$ cat config.mk
export PLATFORM = sky130hd
export DESIGN_NAME = i2s_rx_feeder
export DESIGN_NICKNAME = d
export VERILOG_FILES = /design/src/rtl/audiodac_pkg.sv /design/src/rtl/sync_ff.sv /design/src/rtl/i2s_rx_feeder.sv
export SDC_FILE = /design/constraint.sdc
export NUM_CORES = 1
export LEC_CHECK = 0
export ABC_AREA = 1
export CAP_MARGIN = 20
export CORE_UTILIZATION = 61
export CTS_CLUSTER_SIZE = 20
export DETAILED_ROUTE_END_ITERATION = 10
export GPL_TIMING_DRIVEN = 0
export MAX_ROUTING_LAYER = met4
export PLACE_DENSITY = 0.85
export RECOVER_POWER = 25
export SLEW_MARGIN = 20
export SYNTH_ARGS = -nofsm -noshare
export SYNTH_HDL_FRONTEND = slang
export SYNTH_SLANG_ARGS = --single-unit
$ cat constraint.sdc
create_clock -name clk_i -period 4 [get_ports clk_i]
set_clock_uncertainty 0.15 [all_clocks]
set_input_delay 0.8 -clock clk_i [delete_from_list [all_inputs] [get_ports clk_i]]
set_output_delay 0.8 -clock clk_i [all_outputs]
set_load 0.02 [all_outputs]
$ cat src/rtl/audiodac_pkg.sv
// audiodac_pkg: shared constants for the audio DAC feed path.
//   SYNC_STAGES_DEF : default synchroniser depth for asynchronous inputs
//   ST_*            : handshake FSM state encoding
package audiodac_pkg;
    localparam int SYNC_STAGES_DEF = 2;
    localparam logic [1:0] ST_IDLE    = 2'd0;
    localparam logic [1:0] ST_REQ     = 2'd1;
    localparam logic [1:0] ST_RELEASE = 2'd2;
endpackage

$ cat src/rtl/sync_ff.sv
// sync_ff: multi-flop synchroniser for a single asynchronous bit.
//   clk_i : destination clock
//   rst_i : asynchronous active-high reset, clears the chain
//   d     : asynchronous input
//   q     : synchronised output
module sync_ff
    import audiodac_pkg::*;
#(
    parameter int STAGES = SYNC_STAGES_DEF
) (
    input  logic clk_i,
    input  logic rst_i,
    input  logic d,
    output logic q
);
    logic [STAGES-1:0] chain;
    always_ff @(posedge clk_i or posedge rst_i)
        if (rst_i) chain <= '0;
        else       chain <= {chain[STAGES-2:0], d};
    assign q = chain[STAGES-1];
endmodule

$ cat src/rtl/i2s_rx_feeder.sv
// i2s_rx_feeder: I2S receiver forwarding one slot to a FIFO over a 4-phase handshake.
//   clk_i, rst_i   : system clock, asynchronous active-high reset
//   i2s_sck_i      : I2S bit clock (asynchronous, oversampled by clk_i)
//   i2s_ws_i       : word select, 0 = left, 1 = right
//   i2s_sd_i       : serial data, MSB first
//   chan_sel_i     : slot to forward, 0 = left, 1 = right
//   en_i           : capture enable
//   fifo_o         : word offered downstream
//   fifo_rdy_o     : request, held until fifo_ack_i rises
//   fifo_ack_i     : downstream acknowledge (asynchronous)
//   overrun_o      : sticky flag, a captured word was dropped
//   clr_overrun_i  : clears overrun_o
module i2s_rx_feeder
    import audiodac_pkg::*;
#(
    parameter int DATA_W      = 16,
    parameter int SYNC_STAGES = SYNC_STAGES_DEF
) (
    input  logic              clk_i,
    input  logic              rst_i,
    input  logic              i2s_sck_i,
    input  logic              i2s_ws_i,
    input  logic              i2s_sd_i,
    input  logic              chan_sel_i,
    input  logic              en_i,
    output logic [DATA_W-1:0] fifo_o,
    output logic              fifo_rdy_o,
    input  logic              fifo_ack_i,
    output logic              overrun_o,
    input  logic              clr_overrun_i
);
    localparam int CW = $clog2(DATA_W + 1);
    localparam logic [CW-1:0] FULL = CW'(DATA_W);
    localparam logic [CW-1:0] LAST = CW'(DATA_W - 1);

    logic              sck_s, ws_s, sd_s, ack_s;
    logic              sck_prev, ws_prev, slot_ok, pending;
    logic [CW-1:0]     cnt;
    logic [DATA_W-1:0] sh, hold, cap;
    logic [1:0]        state;
    logic              sck_rise, ws_chg, word_ev, take;

    sync_ff #(.STAGES(SYNC_STAGES)) u_sck (.clk_i(clk_i), .rst_i(rst_i), .d(i2s_sck_i),  .q(sck_s));
    sync_ff #(.STAGES(SYNC_STAGES)) u_ws  (.clk_i(clk_i), .rst_i(rst_i), .d(i2s_ws_i),   .q(ws_s));
    sync_ff #(.STAGES(SYNC_STAGES)) u_sd  (.clk_i(clk_i), .rst_i(rst_i), .d(i2s_sd_i),   .q(sd_s));
    sync_ff #(.STAGES(SYNC_STAGES)) u_ack (.clk_i(clk_i), .rst_i(rst_i), .d(fifo_ack_i), .q(ack_s));

    assign sck_rise = sck_s & ~sck_prev;
    assign ws_chg   = sck_rise & (ws_s != ws_prev);
    // The bit sampled on the ws-change edge is still the last bit of the ending
    // slot (one-bit delay), so it is merged into the captured word here.
    assign cap      = (cnt < FULL) ? (sh | ({{(DATA_W-1){1'b0}}, sd_s} << (LAST - cnt))) : sh;
    // slot_ok rejects the partial slot seen after reset until a real boundary.
    assign word_ev  = ws_chg & slot_ok & en_i & (ws_prev == chan_sel_i);
    assign take     = (state == ST_IDLE) & pending;

    always_ff @(posedge clk_i or posedge rst_i) begin
        if (rst_i) begin
            sck_prev <= 1'b0;
            ws_prev  <= 1'b0;
            slot_ok  <= 1'b0;
            cnt      <= '0;
            sh       <= '0;
        end else begin
            sck_prev <= sck_s;
            if (sck_rise) begin
                ws_prev <= ws_s;
                if (ws_s != ws_prev) begin
                    cnt     <= '0;
                    sh      <= '0;
                    slot_ok <= 1'b1;
                end else if (cnt < FULL) begin
                    sh  <= cap;
                    cnt <= cnt + 1'b1;
                end
            end
        end
    end

    // A word landing in the same cycle the FSM takes the old one is not a drop:
    // fifo_o gets the old hold value while hold is refilled.
    always_ff @(posedge clk_i or posedge rst_i) begin
        if (rst_i) begin
            state      <= ST_IDLE;
            fifo_o     <= '0;
            fifo_rdy_o <= 1'b0;
            pending    <= 1'b0;
            hold       <= '0;
            overrun_o  <= 1'b0;
        end else begin
            if (word_ev) hold <= cap;
            pending   <= word_ev | (pending & ~take);
            overrun_o <= (word_ev & pending & ~take) | (overrun_o & ~clr_overrun_i);
            case (state)
                ST_IDLE: if (pending) begin
                    fifo_o     <= hold;
                    fifo_rdy_o <= 1'b1;
                    state      <= ST_REQ;
                end
                ST_REQ: if (ack_s) begin
                    fifo_rdy_o <= 1'b0;
                    state      <= ST_RELEASE;
                end
                ST_RELEASE: if (!ack_s) state <= ST_IDLE;
                default: state <= ST_IDLE;
            endcase
        end
    end
endmodule

==> results by group, run 1 <==
Clock tree
  • CTS max path bufs: 2
  • Post-CTS sizing: 0
  • Worst-path clk slew: 0.08 ns
  • Post-CTS Setup Bufs: 0
  • Clk Latency, worst-skew pair: 0.34 ns
  • Clock Sinks: 69
  • Total CTS buffers: 9
  • Root Driver: clkbuf_8
  • Hold buffer count at cts: 0
  • CTS H-tree depth: 3
  • CTS tree: built

Yosys
  • Post-synth top area share: 57.3%
  • Number of synthesized flops with an enable pin: 0
  • Synth unique cells: 23
  • Sequential fraction of the synthesis area: 57.3%
  • Top-count cell post-synth: nand2_1
  • Syn Std Cell Area: 3010 sq um
  • Primary FF master, synth: dfrtp_1
  • Synth top area cells: dfrtp_1 57%, nand2_1 15%, nand3_1 5.1%
  • Yosys warns: 0
  • Mapped Cells: 337
  • Syn Area/Cell: 8.94 sq um
  • Synth area leader: dfrtp_1
  • Post-synth ARST share: 100%
  • Synth cell count leaders: 122 x nand2_1, 69 x dfrtp_1, 32 x inv_1, 31 x nand3_1, 16 x o21ai_0
  • Syn_nets: 347
  • Yosys reg bits: 69

Timing
  • Post-route minimum period: 2.26 ns
  • Period utilization: 56.5%
  • Fmax: 443 MHz
  • Worst-Margin Slew: 0.568 ns
  • RSZ-0062 raised after global routing: false
  • Relative slew margins: 61.9%
  • Max Slew Vio Count: 0
  • Final Hold Vio Count: 0
  • Final setup vio count: 0
  • Hold_ws: 0.201 ns
  • Fin Setup TNS: 0 ns

Power and ir drop
  • NetSw: 389 uW
  • Clock network power share: 41.3%
  • Pint: 1180 uW
  • VDD IR max: 0.325 mV
  • Comb pwr share: 10.7%
  • Switching Share: 24.8%
  • Sequential share of power: 48.0%
  • Power per standard cell area: 440 nW/um^2
  • Total leakage power: 0.00185 uW

Critical path
  • Critical path cell sequence: clkdlybuf4s50_1
  • CP top delay family: buffers and inverters
  • CP max-delay cell: clkdlybuf4s50_1
  • Worst Path Buf+Inv: 1
  • CP Max Fanout: 2
  • CP Class: flip-flop to output pin
  • Critical Path RT: 3.05 ns
  • Startpoint Class: flip-flop
  • Critical path arrival: 1.31 ns
  • Kind of end point of the critical path: output pin
  • CP max stage delay: 0.60 ns

Floorplanning
  • Die Wd: 72.3 microns
  • Core Box Area: 4720 sq um
  • Die area: 5220 sq um
  • Io pins: 27
  • Core Rows: 25
  • Initial Util: 63.8%
  • Die height: 72.3 microns

Routing
  • Routed WL per cell: 12.8 microns
  • Remaining DRCs: 0
  • Antenna-violating nets left: 0
  • DR pass1 iterations: 4
  • Vias/cell: 5.14
  • DR iter-0 viols: 147
  • Total wire length: 5700 microns
  • Via Count: 2,296

Finish
  • Nets: 385
  • Layout Utilization: 75.6%
  • Final instance area: 3570 sq um
  • N_diodes: 0
  • Synth-to-Final Area Change: 18.5%
  • Layout cells sized above 1: 12.6%
  • # fillers: 334

Global route
  • Largest net degree at the start of global routing: 60
  • Vias in the first global route: 2,254
  • Total track usage: 25.9%
  • First-pass GRT wire length: 9850 microns
  • GR Overflow Total: 0
  • Initial antenna violation count: 0

Placement
  • PortBufs: 26
  • DP Area: 3390 sq um
  • DPL Wire Length: 3940 microns
  • Placer congestion estimate: 0.864

Flow run
  • MaxCap Viol Count: 0

Outcome
  • Status: completed

Min path
  • Hold Crit Class: flip-flop to flip-flop
routing by layer:
| metal | wire (microns) | share of wire [%] | global-route usage, % | vias to the layer above |
|---|---|---|---|---|
| met1 | 2510 | 44 | 31.1 | 1101 |
| met3 | 172 | 3.0 | 4.31 | 10 |
| met5 | 0 | 0 | - | - |
| li1 | - | - | - | 1135 |
| met2 | 2910 | 51 | 42.9 | 50 |
| met4 | 110 | 1.9 | 12.0 | 0 |
logic make-up after synthesis:
group,Yosys count,share of synthesized area (%)
adder cells (fa/ha/maj),1,0.415
flip-flops,69,57.3
buffers and inverters,45,7.10
AND/OR/NAND/NOR,180,26.5
AO/OA/AOI/OAI,42,8.72
placed cells by master (no fill, tap or decap), drive strengths merged:
| master | n |
|---|---|
| a21oi | 19 |
| and2 | 1 |
| buf | 9 |
| bufinv | 2 |
| clkbuf | 14 |
| clkdlybuf4s50 | 21 |
| clkinv | 1 |
| clkinvlp | 2 |
| dfrtp | 69 |
| dlygate4sd3 | 5 |
| ha | 1 |
| inv | 34 |
| nand2 | 127 |
| nand3 | 33 |
| nor2 | 18 |
| o21ai | 23 |
| or2 | 1 |
registers in the layout (all words and copies together) (netlist names):
signal,flops
hold,16
u_sd.chain,2
u_ack.chain,2
cnt,5
slot_ok,1
fifo_o,16
u_sck.chain,2
ws_prev,1
sh,16
fifo_rdy_o,1
state,2
pending,1
sck_prev,1
overrun_o,1
u_ws.chain,2
final cells by class:
type	count	area [sq um]	share of cell area, %
Clock inverter	5	81.3	2.28
Sequential cell	69	1730	48.4
Clock buffer	11	151	4.24
Timing Repair Buffer	27	288	8.06
Inverter	34	129	3.61
Buffer	11	80.1	2.24
Tap cell	67	83.8	2.35
Multi-Input combinational cell	223	1030	28.8
through the flow:
step,setup slack (ns),cells,total power [uW]
finish,1.74,447,1570
global route,1.70,447,1630
CTS,1.73,447,1590
detailed placement,1.71,431,945
global placement,0.271,430,935
floorplan,1.31,337,881
worst paths after layout:
check                              start       endpoint  cells after the start  slack [ns]
hold / removal             u_ws.chain[0]  u_ws.chain[1]                      0        0.20
setup reg to reg                state[0]      fifo_o[4]                      5        2.20
setup / recovery              fifo_o[15]     fifo_o[15]                      1        1.74
hold reg to reg            u_ws.chain[0]  u_ws.chain[1]                      0        0.20
max in group asynchronous          rst_i         cnt[0]                      3        2.27
min in group asynchronous          rst_i     fifo_o[10]                      2        0.80
power by group through the flow:
stage	combinational (uW)	sequential [uW]	clock, uW
2_1_floorplan	100	781	0
3_3_place_gp	168	767	0
3_5_place_dp	176	769	0
4_1_cts	177	756	653
5_1_grt	188	759	683
6_report	168	755	649
Note: power is estimated with default switching activity, not from simulation.
==> inputs of run 2 (changes only) <==
- CORE_UTILIZATION: 61 -> 57
- PLACE_DENSITY: 0.85 -> 0.8
- clock period: 4 -> 2.1 ns (I/O delays scaled with it)
==> results by group, run 2 (same netlist as run 1, synthesis figures left out) <==
Routing
  • Vias/cell: 4.91 (was 5.14)
  • Total wire length: 5500 microns (was 5700 microns)
  • DR iter-0 viols: 136 (was 147)
  • Routed WL per cell: 12.2 microns (was 12.8 microns)
  • Antenna-violating nets left: 0 (unchanged)
  • DR pass1 iterations: 4 (unchanged)
  • Remaining DRCs: 0 (unchanged)
  • Via Count: 2,214 (was 2,296)

Critical path
  • Kind of end point of the critical path: output pin (unchanged)
  • Critical path cell sequence: clkdlybuf4s50_1 (unchanged)
  • Worst Path Buf+Inv: 1 (unchanged)
  • Capture point of the worst reg-to-reg path: cnt[0] (was fifo_o[4])
  • Critical path arrival: 1.32 ns (was 1.31 ns)
  • CP max stage delay: 0.61 ns (was 0.60 ns)
  • Reg2reg setup slack: 0.57 ns (was 2.20 ns)
  • CP top delay family: buffers and inverters (unchanged)
  • Startpoint Class: flip-flop (unchanged)
  • Worst path depth: 1 (unchanged)
  • CP Class: flip-flop to output pin (unchanged)
  • Critical Path RT: 1.53 ns (was 3.05 ns)
  • CP Max Fanout: 2 (unchanged)
  • CP max-delay cell: clkdlybuf4s50_1 (unchanged)
  • Worst r2r path cells: 7 (was 5)
  • FF-to-FF Start: sck_prev (was state[0])

Flow run
  • MaxCap Viol Count: 0 (unchanged)

Clock tree
  • Post-CTS Setup Bufs: 0 (unchanged)
  • Root Driver: clkbuf_8 (unchanged)
  • Total CTS buffers: 9 (unchanged)
  • CTS tree: built (unchanged)
  • Clk Latency, worst-skew pair: 0.34 ns (about the same)
  • Worst-path clk slew: 0.07 ns (was 0.08 ns)
  • CTS H-tree depth: 3 (unchanged)
  • Hold buffer count at cts: 0 (unchanged)
  • Post-CTS sizing: 0 (unchanged)
  • Clock Sinks: 69 (unchanged)
  • CTS max path bufs: 2 (unchanged)

Finish
  • Multi-input logic area: 1060 sq um (was 1030 sq um)
  • Final instance area: 3560 sq um (was 3570 sq um)
  • Finished Layout Cells: 451 (was 447)
  • Largest regs: fifo_o x16, hold x16, sh x16 (unchanged)
  • Commonest non-fill, non-tap cell in the layout: nand2_1 (unchanged)
  • # fillers: 400 (was 334)
  • Nets: 386 (was 385)
  • Most frequent cells in the layout: 123 x nand2_1, 69 x dfrtp_1, 31 x inv_1, 31 x nand3_1, 21 x clkdlybuf4s50_1 (was 124 x nand2_1, 69 x dfrtp_1, 31 x inv_1, 31 x nand3_1, 21 x clkdlybuf4s50_1)
  • Synth-to-Final Area Change: 18.2% (was 18.5%)
  • Layout Utilization: 69.7% (was 75.6%)
  • N_diodes: 0 (unchanged)
  • Register Area: 1730 sq um (unchanged)
  • Layout cells sized above 1: 15.0% (was 12.6%)

Global route
  • Initial antenna violation count: 0 (unchanged)
  • Total track usage: 23.3% (was 25.9%)
  • GR Overflow Total: 0 (unchanged)
  • Vias in the first global route: 2,056 (was 2,254)
  • Largest net degree at the start of global routing: 25 (was 60)
  • First-pass GRT wire length: 9140 microns (was 9850 microns)

Min path
  • Hold Path Cell Cnt: 0 (unchanged)
  • Hold Path Origin: u_ws.chain[0] (unchanged)
  • Hold EP: u_ws.chain[1] (unchanged)
  • Hold Crit Class: flip-flop to flip-flop (unchanged)

Placement
  • DPL Wire Length: 4070 microns (was 3940 microns)
  • Pre-CTS setup slack: 0.192 ns (was 1.71 ns)
  • DP Area: 3410 sq um (was 3390 sq um)
  • PortBufs: 26 (unchanged)
  • Placed insts: 435 (was 431)
  • Placer congestion estimate: 0.903 (was 0.864)

Timing
  • Worst Slack Setup Final: 0.215 ns (was 1.74 ns)
  • Final setup vio count: 0 (unchanged)
  • Max Slew Vio Count: 0 (unchanged)
  • Worst-Margin Slew: 1.07 ns (was 0.568 ns)
  • Final Hold Vio Count: 0 (unchanged)
  • Period utilization: 89.8%
  • Fmax: 530 MHz
  • Relative slew margins: 28.3% (was 61.9%)
  • Post-route minimum period: 1.89 ns
  • RSZ-0062 raised after global routing: false (unchanged)

Floorplanning
  • Core Box Area: 5110 sq um (was 4720 sq um)
  • Io pins: 27 (unchanged)
  • Core Rows: 26 (was 25)
  • Initial Util: 59.0% (was 63.8%)
  • Die area: 5580 sq um (was 5220 sq um)
  • Die height: 74.7 microns (was 72.3 microns)
  • Die Wd: 74.7 microns (was 72.3 microns)

Power and ir drop
  • Total leakage power: 0.00184 uW (was 0.00185 uW)
  • VDD IR max: 0.411 mV (was 0.325 mV)
  • Power, Total: 2670 uW (was 1570 uW)
  • Power per standard cell area: 751 nW/um^2 (was 440 nW/um^2)

Outcome
  • Status: completed (unchanged)
run 2: worst max-delay path by stage:
| stage | from | endpoint |
|---|---|---|
| 2_1_floorplan | rst_i | cnt[0] |
| 3_3_place_gp | rst_i | sh[2] |
| 3_5_place_dp | chan_sel_i | hold[10] |
| 4_1_cts | fifo_o[10] | fifo_o[10] |
| 5_1_grt | fifo_o[6] | fifo_o[6] |
| 6_report | fifo_o[10] | fifo_o[10] |
run 2: per-stage QoR:
| stage | setup TNS (ns) | hold WS (ns) |
|---|---|---|
| 2_1_floorplan | 0 | 0.181 |
| 3_3_place_gp | -2.03 | 0.184 |
| 3_5_place_dp | 0 | 0.187 |
| 4_1_cts | 0 | 0.206 |
| 5_1_grt | 0 | 0.209 |
| 6_report | 0 | 0.201 |
run 2: power breakdown:
part / total, uW / internal (uW) / switching, uW
Combinational: 336 / 132 / 204
Clock: 900 / 425 / 475
Sequential: 1440 / 1400 / 41.9
run 2: cell type report:
type                            count  share of cell area [%]
Inverter                           34                    3.62
Clock inverter                      4                   0.702
Multi-Input combinational cell    223                    29.9
Buffer                             11                    2.42
Clock buffer                       12                    3.79
Timing Repair Buffer               28                    8.64
Tap cell                           70                    2.46
Sequential cell                    69                    48.5
run 2: metal layers:
metal  global-route usage [%]  wire length [microns]  up-vias  share of wire [%]
met2                     37.4                   2710       48                 49
met4                     10.1                     87        0                1.6
met5                        -                      0        -                  0
li1                         -                      -     1141                  -
met1                     28.2                   2490     1017                 45
met3                     5.49                    221        8                4.0
==> inputs of run 3 (changes only) <==
- ABC_AREA: 1 -> not set
- CORE_UTILIZATION: 57 -> 56
- PLACE_DENSITY: 0.8 -> 0.79
==> results by group, run 3 <==
Routing
  • M1 wire length: 2300 microns (was 2490 microns)
  • Antenna-violating nets left: 0 (unchanged)
  • Met2 WL post-DR: 2230 microns (was 2710 microns)
  • Via Count: 1,797 (was 2,214)
  • DR pass1 iterations: 4 (unchanged)
  • Remaining DRCs: 0 (unchanged)
  • Routed WL per cell: 13.8 microns (was 12.2 microns)
  • WL met3: 109 microns (was 221 microns)
  • Vias/cell: 5.25 (was 4.91)
  • DR iter-0 viols: 85 (was 136)
  • DR top layer: met4 (unchanged)
  • Total wire length: 4710 microns (was 5500 microns)

Global route
  • First-pass GRT wire length: 7960 microns (was 9140 microns)
  • Initial antenna violation count: 0 (unchanged)
  • Total track usage: 21.0% (was 23.3%)
  • Largest net degree at the start of global routing: 35 (was 25)
  • Vias in the first global route: 1,691 (was 2,056)
  • GR Overflow Total: 0 (unchanged)

Yosys
  • Synth top area cells: dfrtp_1 61%, mux2_2 6.8%, a21oi_1 6.4% (was dfrtp_1 57%, nand2_1 15%, nand3_1 5.1%)
  • Synth cell count leaders: 69 x dfrtp_1, 36 x a21oi_1, 24 x inv_1, 21 x nor2_1 (was 122 x nand2_1, 69 x dfrtp_1, 32 x inv_1, 31 x nand3_1, 16 x o21ai_0)
  • Multiplexer area fraction after synthesis: 12.9% (was 0%)
  • Syn Area/Cell: 12.2 sq um (was 8.94 sq um)
  • Post-synthesis compound-gate area fraction: 8.54% (was 8.72%)
  • Yosys reg bits: 69 (unchanged)
  • Post-synth ARST share: 100% (unchanged)
  • Simple-Gate Fraction of Synth Area: 9.92% (was 26.5%)
  • Synth area leader: dfrtp_1 (unchanged)
  • Number of synthesized flops with an enable pin: 0 (unchanged)
  • Area share of fa/ha/maj cells after synthesis: 0.445% (was 0.415%)
  • Mapped Cells: 231 (was 337)
  • Yosys warns: 0 (unchanged)
  • Primary FF master, synth: dfrtp_1 (unchanged)
  • Post-synth top area share: 61.4% (was 57.3%)
  • Synth unique cells: 35 (was 23)
  • Syn_nets: 241 (was 347)
  • Sequential fraction of the synthesis area: 61.4% (was 57.3%)
  • Main combinational cell family by area after synthesis: multiplexers (was simple AND/OR/NAND/NOR gates)
  • Top-count cell post-synth: dfrtp_1 (was nand2_1)
  • Synth Area in XOR/XNOR: 1.20% (was 0%)
  • Syn Std Cell Area: 2810 sq um (was 3010 sq um)

Floorplanning
  • Die height: 72.9 microns (was 74.7 microns)
  • Die area: 5310 sq um (was 5580 sq um)
  • Initial Util: 58.8% (was 59.0%)
  • Die Wd: 72.9 microns (was 74.7 microns)
  • Core Box Area: 4790 sq um (was 5110 sq um)
  • Core Rows: 25 (was 26)
  • Io pins: 27 (unchanged)

Critical path
  • Critical path arrival: 1.98 ns (was 1.32 ns)
  • Reg2reg setup slack: 0.22 ns (was 0.57 ns)
  • Worst r2r path cells: 6 (was 7)
  • CP Class: flip-flop to flip-flop (was flip-flop to output pin)
  • Startpoint Class: flip-flop (unchanged)
  • Capture point of the worst reg-to-reg path: hold[3] (was cnt[0])
  • FF-to-FF Start: sck_prev (unchanged)
  • Critical Path RT: 2.20 ns (was 1.53 ns)
  • Kind of end point of the critical path: flip-flop (was output pin)
  • CP Max Fanout: 10 (was 2)

Power and ir drop
  • Total leakage power: 0.00150 uW (was 0.00184 uW)
  • VDD IR max: 0.738 mV (was 0.411 mV)
  • Power per standard cell area: 1240 nW/um^2 (was 751 nW/um^2)

Finish
  • Multi-input logic area: 933 sq um (was 1060 sq um)
  • Most frequent cells in the layout: 69 x dfrtp_1, 36 x a21oi_1, 23 x inv_1, 21 x nor2_1, 21 x clkdlybuf4s50_1 (was 123 x nand2_1, 69 x dfrtp_1, 31 x inv_1, 31 x nand3_1, 21 x clkdlybuf4s50_1)
  • Layout cells sized above 1: 18.2% (was 15.0%)
  • N_diodes: 0 (unchanged)
  • Nets: 280 (was 386)
  • Synth-to-Final Area Change: 22.1% (was 18.2%)
  • Commonest non-fill, non-tap cell in the layout: dfrtp_1 (was nand2_1)
  • Register Area: 1730 sq um (unchanged)
  • # fillers: 342 (was 400)
  • Final instance area: 3430 sq um (was 3560 sq um)
  • Largest regs: fifo_o x16, hold x16, sh x16 (unchanged)

Outcome
  • Status: completed (unchanged)

Placement
  • PortBufs: 26 (unchanged)
  • DPL Wire Length: 3170 microns (was 4070 microns)
  • Placer congestion estimate: 0.803 (was 0.903)
  • DP Area: 3210 sq um (was 3410 sq um)

Min path
  • Hold Crit Class: flip-flop to flip-flop (unchanged)
  • Hold EP: u_ack.chain[1] (was u_ws.chain[1])
  • Hold Path Origin: u_ack.chain[0] (was u_ws.chain[0])
  • Hold Path Cell Cnt: 0 (unchanged)

Timing
  • Hold_ws: 0.202 ns (was 0.201 ns)
  • Final Hold Vio Count: 0 (unchanged)
  • Final setup vio count: 0 (unchanged)
  • Max Slew Vio Count: 0 (unchanged)
  • Post-route minimum period: 1.88 ns (was 1.89 ns)
  • Worst-Margin Slew: 0.758 ns (was 1.07 ns)
  • RSZ-0062 raised after global routing: false (unchanged)
  • Period utilization: 89.6% (was 89.8%)
  • Relative slew margins: 49.2% (was 28.3%)
  • Fmax: 531 MHz (was 530 MHz)

Flow run
  • MaxCap Viol Count: 0 (unchanged)

Clock tree
  • CTS H-tree depth: 3 (unchanged)
  • CTS tree: built (unchanged)
  • Root Driver: clkbuf_8 (unchanged)
  • Clock Sinks: 69 (unchanged)
  • Hold buffer count at cts: 0 (unchanged)
  • Clk Latency, worst-skew pair: 0.33 ns (was 0.34 ns)
  • Worst-path clk slew: 0.07 ns (about the same)
  • CTS max path bufs: 2 (unchanged)
  • Total CTS buffers: 9 (unchanged)
run 3: worst max path at each step:
stage,startpoint,to,slack [ns],cells past startpoint
after global routing,sck_prev,sh[3],0.08,5
final,sck_prev,hold[3],0.22,6
after CTS,cnt[0],hold[7],0.19,4
after global placement,rst_i,fifo_o[4],-0.05,2
after floorplan,state[0],fifo_o[0],0.44,3
after detailed placement,chan_sel_i,hold[12],0.08,6
run 3: kinds of logic after synthesis:
kind of cell,after synthesis
DFF,69
buffers and inverters,35
AOI/OAI and AO/OA,45
and+or+nand+nor,44
adders and majority gates,1
xor gates and xnor gates,3
muxes,34
run 3: worst max-delay path, stage by stage (launching register included):
cell and delay (ns):
dfrtp_1 0.40, nand2b_1 0.17, buf_4 0.17, nor4_2 0.29, buf_4 0.25, buf_12 0.17
mux2i_1 0.20
run 3: metal layers:
metal,vias up,track usage (%)
met3,9,4.14
met2,31,31.6
met5,-,-
met1,887,28.0
met4,0,9.15
li1,870,-
run 3: stage by stage:
stage | power (uW) | util (%) | setup slack (ns) | cells | setup TNS, ns
finish | 4250 | 71.8 | 0.218 | 342 | 0
global route | 4480 | 71.8 | 0.0816 | 342 | 0
CTS | 4290 | 72.2 | 0.194 | 342 | 0
detailed placement | 3020 | 67.1 | 0.0788 | 326 | 0
global placement | 2970 | 66.1 | -0.0485 | 324 | -3.10
floorplan | 2570 | - | 0.440 | 231 | 0
run 3: area by class of cell:
cell class	instances	area share, %
timing repair buffer	28	8.31
buffer	11	2.04
tap	67	2.44
multi-input combinational	127	27.2
clock buffer	13	5.21
inverter	24	2.66
clock inverter	3	1.89
sequential	69	50.3
run 3: power breakdown:
part           switching [uW]  internal (uW)
clock network             471            797
logic                     525            564
registers                 202           1690
total                    1200           3050
run 3: repair_timing:
action | CTS | global route
endpoints found under the setup margin | 0 | 1
buffers inserted | 0 | 0
gates resized for setup | 0 | 1
